--- config.mk ---
export PLATFORM = sky130hd
export DESIGN_NAME = pgm_tx_sched
export DESIGN_NICKNAME = d
export VERILOG_FILES = /design/src/rtl/pgm_sched_pkg.sv /design/src/rtl/pgm_rr_pick.sv /design/src/rtl/pgm_tx_sched.sv
export SDC_FILE = /design/constraint.sdc
export NUM_CORES = 1
export LEC_CHECK = 0
export ABC_AREA = 0
export BUFFER_PORTS_ARGS = -buffer_cell sky130_fd_sc_hd__buf_4
export CAP_MARGIN = 10
export CELL_PAD_IN_SITES_DETAIL_PLACEMENT = 1
export CELL_PAD_IN_SITES_GLOBAL_PLACEMENT = 2
export CORE_ASPECT_RATIO = 1.5
export CORE_MARGIN = 1
export CORE_UTILIZATION = 25
export CTS_CLUSTER_SIZE = 10
export DETAILED_ROUTE_END_ITERATION = 8
export HOLD_SLACK_MARGIN = 0.02
export PLACE_DENSITY_LB_ADDON = 0.2
export SKIP_LAST_GASP = 1
export SYNTH_ARGS = -nofsm -noshare
export SYNTH_HDL_FRONTEND = slang
export SYNTH_HIERARCHICAL = 1
export SYNTH_SLANG_ARGS = --single-unit
--- constraint.sdc ---
create_clock -name clk -period 4.1 [get_ports clk]
set_clock_uncertainty 0.2 [all_clocks]
set_input_delay 0.205 -clock clk [delete_from_list [all_inputs] [get_ports clk]]
set_output_delay 0.205 -clock clk [all_outputs]
set_load 0.05 [all_outputs]
--- src/rtl/pgm_sched_pkg.sv ---
// Shared constants and state encoding for the packet-generator transmit scheduler.
package pgm_sched_pkg;

    localparam int PGM_NUM_Q = 8;

    function automatic int idx_width(input int n);
        return (n > 1) ? $clog2(n) : 1;
    endfunction

    localparam int PGM_IDX_W = idx_width(PGM_NUM_Q);

    typedef logic [1:0] sched_state_t;

    localparam sched_state_t ST_IDLE      = 2'd0;
    localparam sched_state_t ST_ARB       = 2'd1;
    localparam sched_state_t ST_GRANT     = 2'd2;
    localparam sched_state_t ST_WAIT_DONE = 2'd3;

endpackage

--- src/rtl/pgm_rr_pick.sv ---
// Combinational class picker: lowest-index strict-priority class wins, otherwise the
// first round-robin class at or after rr_ptr, wrapping past the top index.
module pgm_rr_pick
    import pgm_sched_pkg::*;
#(
    parameter int NUM_Q = PGM_NUM_Q,
    parameter int IDX_W = PGM_IDX_W
) (
    input  logic [NUM_Q-1:0] elig,
    input  logic [IDX_W-1:0] rr_ptr,
    input  logic [NUM_Q-1:0] sp_mask,
    output logic [IDX_W-1:0] pick,
    output logic             valid
);

    logic [NUM_Q-1:0] sp_elig;
    logic [NUM_Q-1:0] rr_elig;
    logic             sp_hit;
    logic             rr_hit;
    logic [IDX_W-1:0] sp_idx;
    logic [IDX_W-1:0] rr_idx;

    assign sp_elig = elig & sp_mask;
    assign rr_elig = elig & ~sp_mask;

    // Scan from the top down so the last match written is the lowest index.
    always_comb begin
        sp_hit = 1'b0;
        sp_idx = '0;
        for (int i = NUM_Q - 1; i >= 0; i--) begin
            if (sp_elig[i]) begin
                sp_hit = 1'b1;
                sp_idx = IDX_W'(i);
            end
        end
    end

    always_comb begin
        int               pos;
        logic [IDX_W-1:0] cand;
        rr_hit = 1'b0;
        rr_idx = '0;
        pos    = 0;
        cand   = '0;
        for (int k = NUM_Q - 1; k >= 0; k--) begin
            pos = int'(rr_ptr) + k;
            if (pos >= NUM_Q) begin
                pos = pos - NUM_Q;
            end
            cand = IDX_W'(pos);
            if (rr_elig[cand]) begin
                rr_hit = 1'b1;
                rr_idx = cand;
            end
        end
    end

    assign valid = sp_hit | rr_hit;
    assign pick  = sp_hit ? sp_idx : rr_idx;

endmodule

--- src/rtl/pgm_tx_sched.sv ---
// Per-packet transmit scheduler: grants one traffic class at a time and holds it until
// pkt_done, with FIFO back-pressure, strict-priority/round-robin arbitration and a watchdog.
module pgm_tx_sched
    import pgm_sched_pkg::*;
#(
    parameter int                   NUM_Q       = PGM_NUM_Q,
    parameter int                   USEDW_W     = 8,
    parameter logic [USEDW_W-1:0]   FIFO_THRESH = 8'd200,
    parameter logic [NUM_Q-1:0]     SP_MASK     = 8'h00,
    parameter int                   TIMEOUT_CYC = 4096
) (
    input  logic                          clk,
    input  logic                          rst_n,
    input  logic                          test_start,
    input  logic [NUM_Q-1:0]              req,
    input  logic [NUM_Q-1:0]              gate_open,
    input  logic [USEDW_W-1:0]            fifo_usedw,
    input  logic                          pkt_done,
    output logic [NUM_Q-1:0]              grant,
    output logic [idx_width(NUM_Q)-1:0]   grant_id,
    output logic                          busy,
    output logic                          timeout_err,
    output sched_state_t                  state_dbg
);

    localparam int                IDX_W   = idx_width(NUM_Q);
    localparam int                WD_W    = idx_width(TIMEOUT_CYC);
    localparam logic [WD_W-1:0]   WD_LAST = WD_W'(TIMEOUT_CYC - 1);
    localparam logic [IDX_W-1:0]  TOP_IDX = IDX_W'(NUM_Q - 1);

    sched_state_t     state;
    logic [NUM_Q-1:0] elig;
    logic [IDX_W-1:0] rr_ptr;
    logic [IDX_W-1:0] pick;
    logic [IDX_W-1:0] pick_q;
    logic             pick_valid;
    logic [WD_W-1:0]  wd_cnt;

    assign elig = req & gate_open
                & {NUM_Q{test_start & (fifo_usedw < FIFO_THRESH)}};

    pgm_rr_pick #(
        .NUM_Q (NUM_Q),
        .IDX_W (IDX_W)
    ) u_pick (
        .elig    (elig),
        .rr_ptr  (rr_ptr),
        .sp_mask (SP_MASK),
        .pick    (pick),
        .valid   (pick_valid)
    );

    // Grant/done handshake: grant is a one-cycle pulse that commits the downstream
    // datapath to one packet; the class stays owned until pkt_done is seen in WAIT_DONE
    // (or the watchdog expires). pkt_done in any other state carries no meaning.
    always_ff @(posedge clk or negedge rst_n) begin
        if (!rst_n) begin
            state       <= ST_IDLE;
            grant       <= '0;
            grant_id    <= '0;
            busy        <= 1'b0;
            timeout_err <= 1'b0;
            rr_ptr      <= '0;
            pick_q      <= '0;
            wd_cnt      <= '0;
        end else begin
            grant <= '0;
            case (state)
                ST_IDLE: begin
                    if (|elig) begin
                        state <= ST_ARB;
                    end
                end
                ST_ARB: begin
                    // Eligibility is re-checked here; a late back-pressure drop aborts cleanly.
                    if (pick_valid) begin
                        pick_q <= pick;
                        busy   <= 1'b1;
                        state  <= ST_GRANT;
                    end else begin
                        state <= ST_IDLE;
                    end
                end
                ST_GRANT: begin
                    grant    <= NUM_Q'(1) << pick_q;
                    grant_id <= pick_q;
                    if (!SP_MASK[pick_q]) begin
                        rr_ptr <= (pick_q == TOP_IDX) ? '0 : pick_q + 1'b1;
                    end
                    wd_cnt <= '0;
                    state  <= ST_WAIT_DONE;
                end
                ST_WAIT_DONE: begin
                    if (pkt_done) begin
                        busy  <= 1'b0;
                        state <= ST_IDLE;
                    end else if (wd_cnt == WD_LAST) begin
                        timeout_err <= 1'b1;
                        busy        <= 1'b0;
                        state       <= ST_IDLE;
                    end else begin
                        wd_cnt <= wd_cnt + 1'b1;
                    end
                end
                default: begin
                    busy  <= 1'b0;
                    state <= ST_IDLE;
                end
            endcase
        end
    end

    assign state_dbg = state;

endmodule
==> run metrics, run 1 <==
DR WL/cell 16.3 µm; Die Area 11600 µm²; largest net degree at the start of global routing 34; initial antenna violation count 0; leakage about 1.6 nW; Crit Path Max Fanout 9; Min-Delay Path Class in2reg; Most used DFF post-synth dfrtp_1; clock sinks 33; area of the mapped netlist between 2000 and 3000 µm²; reg-to-reg setup timing slack 0.90 ns; die height 131 µm; CP startpoint fifo_usedw[4]; Global Route Usage Sum 0.156; port bufs 39; crit path time final 3.41 ns; largest cells by area after synthesis dfrtp_1, mux4_2, nand2_1; dpl hpwl 6660 µm; WL final 8380 µm; Critical Path End pick_q[0]$_DFFE_PN0P_; final setup TNS 0 ns; postcts setup bufs 0; Max-Cap Viols 0; critical path endpoint category flip-flop; fillers 1299; RR Endpoint pick_q[0]$_DFFE_PN0P_; Std-Cell Rows 46; min-delay src pkt_done; Vias/cell approximately 5.0; clock buffer depth 2; max-slew violation count 0; RR Startpoint rr_ptr[1]$_DFFE_PN0P_; Vias 2565; core area 10700 µm²; clk_lat worst skew 0.28 ns; Synth cell types between 60 and 70; Post-DRT Antenna Nets 0; Remaining DRCs 0; RSZ-0062 raised after global routing false; post-synthesis async set-or-reset flop share 1.00; WHS about 0.070 ns; endpoints failing setup 0; synthesized flop and latch total 33; number of DRC markers after the initial detailed-route iteration 49; CP required 4.07 ns; sequential area share after synthesis 0.296; Cell Area, Placed 3370 µm²; pwr/cell area 592 nW/µm²; max_slew headroom 0.366; Max IR drop VDD 0.244 mV; global-route wire length before repair 14000 µm; DR pass1 iterations 4; Initial Util 0.261; actual slew at the worst max-slew pin between 0.9 and 1 ns; Worst Reg2Reg Path Length in Cells 7; Post-layout nets between 400 and 500; EDFF count, synth 0; clk slew on worst S/H paths approximately 0.05 ns; synth warn 6; WP data arrival around 3.4 ns; TritonCTS clock tree built; fraction of layout cells with a size suffix above 1 0.265; Final Hold Viols 0; TritonCTS Buffers 5; CTS HTree Levels 2; Syn Inst Count about 300; f_max between 200 and 300 MHz; Area Overhead vs Synth 26.2%; period utilization 0.833; status finished, final reports clean; CTS Root Cell clkbuf_16; top cell type's share of synthesized area 0.296; # diodes 0; Ports 43; post-route cell area 3520 µm²; Synth area leader dfrtp_1; gpl congestion 0.783; Setup CP Type in2reg; startpoint class of the critical path primary input; number of global-route vias before repair 2747; cts repair resizes 0; die width approximately 90 µm; GRT Residual Overflow 0; Syn Area/Cell between 9 and 10 µm²
cells by family (layout without fill, tap and decap cells):
kind of cell | count (synthesis) | in the layout | synth area share
xor gates and xnor gates | 4 | 4 | 0.0126
and+or+nand+nor | 116 | 116 | 0.236
buffers and inverters | 24 | 71 | 0.0476
DFF | 33 | 33 | 0.296
other | 1 | 28 | 0.00134
adders and majority gates | 9 | 9 | 0.0404
muxes | 30 | 30 | 0.163
AOI/OAI and AO/OA | 79 | 79 | 0.203
state kept, by name, indices dropped and copies added, names as in the netlist, named ones only:
name         flops
busy             1
grant            8
grant_id         3
pick_q           3
rr_ptr           3
state_dbg        1
timeout_err      1
wd_cnt          12
stage by stage:
stage,cells,total power [mW],worst slack [ns],util
floorplan,323,1.40,1.08,-
global placement,505,1.73,0.539,0.315
detailed placement,505,1.74,0.401,0.315
CTS,514,2.11,0.679,0.329
global route,514,2.24,0.344,0.329
finish,514,2.08,0.687,0.329
synth_stat cells, drive strengths merged (4+ instances only):
cell	count
nor3	5
dfrtp	33
mux4	10
nor2	17
inv	12
a21oi	13
ha	9
a31oi	6
and3	7
a221oi	5
or3	5
o21ai	12
nand2	33
nand4	9
mux2i	8
buf	9
nand3	10
mux2	12
a22oi	6
nor2b	7
o211ai	4
a211oi	4
critical path, stage by stage:
cell and delay, ns:
buf_4 0.10, o311ai_0 0.36, nand2_1 0.26, nor2_1 0.29, nor2b_1 0.36, mux2i_1 0.30, mux4_2 0.56, a211oi_1 0.29
o22ai_1 0.10, a211o_1 0.30, mux2_2 0.25
routing by layer:
| layer | part of all wire | GRT usage |
|---|---|---|
| met1 | 0.41 | 0.171 |
| met2 | 0.56 | 0.293 |
| met3 | 0.0082 | 0.0126 |
| met4 | 0.024 | 0.0636 |
| met5 | 0 | 0 |
layout by cell type, fill, tap and decap left out, types with 4 or more instances in the layout:
| master | synthesis | layout |
|---|---|---|
| nand3_1 | 9 | 9 |
| nand4_1 | 6 | 6 |
| nor2b_1 | 7 | 7 |
| a21oi_1 | 13 | 13 |
| or3_1 | 4 | 4 |
| a22oi_1 | 6 | 6 |
| dfrtp_1 | 33 | 33 |
| nor2_1 | 17 | 17 |
| conb_1 | 1 | 28 |
| a221oi_1 | 5 | 5 |
| nand2_1 | 33 | 33 |
| o211ai_1 | 4 | 4 |
| o21ai_0 | 12 | 12 |
| and3_1 | 6 | 6 |
| ha_1 | 9 | 9 |
| nor3_1 | 4 | 4 |
| inv_1 | 9 | 9 |
| a31oi_1 | 6 | 6 |
| buf_4 | 1 | 50 |
| mux2_2 | 8 | 8 |
| a211oi_1 | 4 | 4 |
| mux4_2 | 10 | 10 |
| mux2_4 | 4 | 4 |
| mux2i_1 | 8 | 8 |
| clkbuf_16 | 0 | 5 |
area by class of cell:
cell class / instances / area [µm²] / area share
Multi-Input combinational cell: 266 / 1930 / 0.549
Sequential cell: 33 / 826 / 0.235
Timing Repair Buffer: 51 / 385 / 0.109
Clock inverter: 3 / 17.5 / 0.00498
Inverter: 12 / 55.1 / 0.0156
Clock buffer: 5 / 125 / 0.0355
Tap cell: 144 / 180 / 0.0512
report_power, final:
part	leakage (nW)	switching (mW)	total (mW)	internal, mW
Clock	0.0696	0.139	0.361	0.222
Sequential	0.438	0.118	0.528	0.410
Combinational	1.10	0.717	1.19	0.477
Total	1.61	0.974	2.08	1.11
worst min path at each step:
stage / slack, ns / end / cells past startpoint
finish: 0.07 / wd_cnt[1]$_DFFE_PN0P_ / 3
global route: 0.11 / wd_cnt[1]$_DFFE_PN0P_ / 3
CTS: 0.07 / wd_cnt[1]$_DFFE_PN0P_ / 3
detailed placement: -0.02 / grant[0]$_DFF_PN0_ / 1
global placement: -0.02 / grant[4]$_DFF_PN0_ / 1
floorplan: -0.29 / asynchronous set/reset pin / 0
timing repair:
| action | CTS | global route |
|---|---|---|
| hold buffers | 1 | 0 |
| endpoints found under the hold margin | 33 | 0 |
| endpoints found under the setup margin | 0 | 0 |
No activity file was read; power rests on OpenSTA's default activity.
==> run 2: changes to the inputs <==
clock period = 3.1 ns   (was 4.1 ns; I/O delays follow)
==> run metrics, run 2 (synthesis gave the netlist of run 1 again) <==
# diodes 0; status finished, final reports clean; fraction of layout cells with a size suffix above 1 0.311; Vias between 2000 and 3000; CTS HTree Levels 2; post-route cell area roughly 3800 µm²; core area roughly 11000 µm²; die height approximately 130 µm; cts repair resizes 0; port bufs 39; clock sinks 33; Cell Area, Placed 3550 µm²; commonest non-fill, non-tap cell in the layout buf_4; number of DRC markers after the initial detailed-route iteration between 40 and 50; biggest regs wd_cnt (12), grant (8); Post-layout nets 432; clock buffer depth 2; Post-DRT Antenna Nets 0; critical path endpoint category flip-flop; Area Overhead vs Synth 35.0%; f_max 335 MHz; gpl congestion 0.794; Setup CP Type reg2reg; global-route wire length before repair 14500 µm; Min-Delay Path Class in2async; TritonCTS Buffers 5; Crit Path Max Fanout 8; max-slew violation count 0; WP data arrival 3.00 ns; total power 3.06 mW; DR WL/cell 16.3 µm; DR pass1 iterations 4; commonest cells after routing, fill and taps aside buf_4, nand2_1, dfrtp_1, conb_1, nor2_1; register with the most flip-flops wd_cnt; flip-flop and latch area 826 µm²; max_slew headroom 0.646; Vias/cell 5.04; dpl hpwl 7260 µm; crit path time final 2.98 ns; Global Route Usage Sum 0.164; Max IR drop VDD about 0.45 mV; clk_lat worst skew 0.28 ns; leakage 1.76 nW; Max-Cap Viols 0; Std-Cell Rows 46; CP required around 3.1 ns; WL final approximately 8800 µm; Die Area 11600 µm²; CTS Root Cell clkbuf_16; largest net degree at the start of global routing 34; actual slew at the worst max-slew pin about 0.53 ns; Initial Util 0.261; startpoint class of the critical path flip-flop; Setup WS post-layout between 0.1 and 0.15 ns; post-route core utilization 0.352; GRT Residual Overflow 0; Final Hold Viols 0; RSZ-0062 raised after global routing false; endpoints failing setup 0; TritonCTS clock tree built; WHS 0.165 ns; Ports 43; Multi-input gate area approximately 1900 µm²; initial antenna violation count 0; max reg flops 12; Remaining DRCs 0; Setup WS pre-CTS -0.149 ns; number of global-route vias before repair a little under 3000; clk slew on worst S/H paths 0.05 ns; pwr/cell area 811 nW/µm²; period utilization 0.962; die width 88.2 µm; fillers 1307
==> run 2: changes by cell type in the layout (fill, tap and decap cells not counted), sizes merged <==
cell	previous run	this run
clkinvlp	1	0
dlygate4sd3	1	2
buf	50	75
clkinv	2	1
bufinv	0	2
==> run 2: worst max-delay path, stage by stage (launching register included) <==
cell and delay [ns]:
dfrtp_1 0.50, inv_6 0.09, buf_4 0.19, mux4_2 0.59, mux2_2 0.34, or4b_1 0.55
a31oi_1 0.21, a211o_1 0.12, mux2_2 0.13
==> run 2: layout make-up <==
class	count	area share
Clock inverter	3	0.0173
Tap cell	144	0.0478
Clock buffer	5	0.0332
Sequential cell	33	0.219
Multi-Input combinational cell	266	0.513
Inverter	12	0.0146
Timing Repair Buffer	77	0.155
==> run 2: stage by stage <==
stage	instances	setup TNS (ns)
global route	540	0
detailed placement	529	-0.322
CTS	539	0
global placement	529	-0.188
floorplan	323	0
finish	540	0
==> run 2: timing repair <==
item	in CTS	in global routing
hold buffers	2	0
endpoints found under the hold margin	34	0
setup buffers	0	1
setup endpoints to repair	0	2
==> run 2: power by group <==
part | leakage [nW] | switching [mW] | internal, mW | total [mW]
logic | 1.23 | 0.981 | 0.723 | 1.70
registers | 0.438 | 0.167 | 0.542 | 0.709
clock network | 0.0938 | 0.184 | 0.459 | 0.643
total | 1.76 | 1.33 | 1.72 | 3.06
==> run 2: path summary, 6_finish.rpt <==
path,end,cells past startpoint,from,slack [ns]
setup / recovery,pick_q[0]$_DFFE_PN0P_,8,rr_ptr[1]$_DFFE_PN0P_,0.12
setup reg to reg,pick_q[0]$_DFFE_PN0P_,8,rr_ptr[1]$_DFFE_PN0P_,0.12
hold reg to reg,timeout_err$_DFFE_PN0P_,1,timeout_err$_DFFE_PN0P_,0.28
max in group asynchronous,busy$_DFFE_PN0P_,2,rst_n,2.23
hold / removal,grant[0]$_DFF_PN0_,2,rst_n,0.17
min in group clk,state_dbg[0]$_DFFE_PN0P_,5,gate_open[2],0.18
==> run 2: routing by layer <==
layer | routed length, µm | GRT usage | vias to the layer above
li1 | - | - | 1313
met1 | 3430 | 0.181 | 1356
met2 | 4980 | 0.300 | 35
met3 | 90 | 0.0119 | 18
met4 | 310 | 0.0842 | 0
met5 | 0 | 0 | -
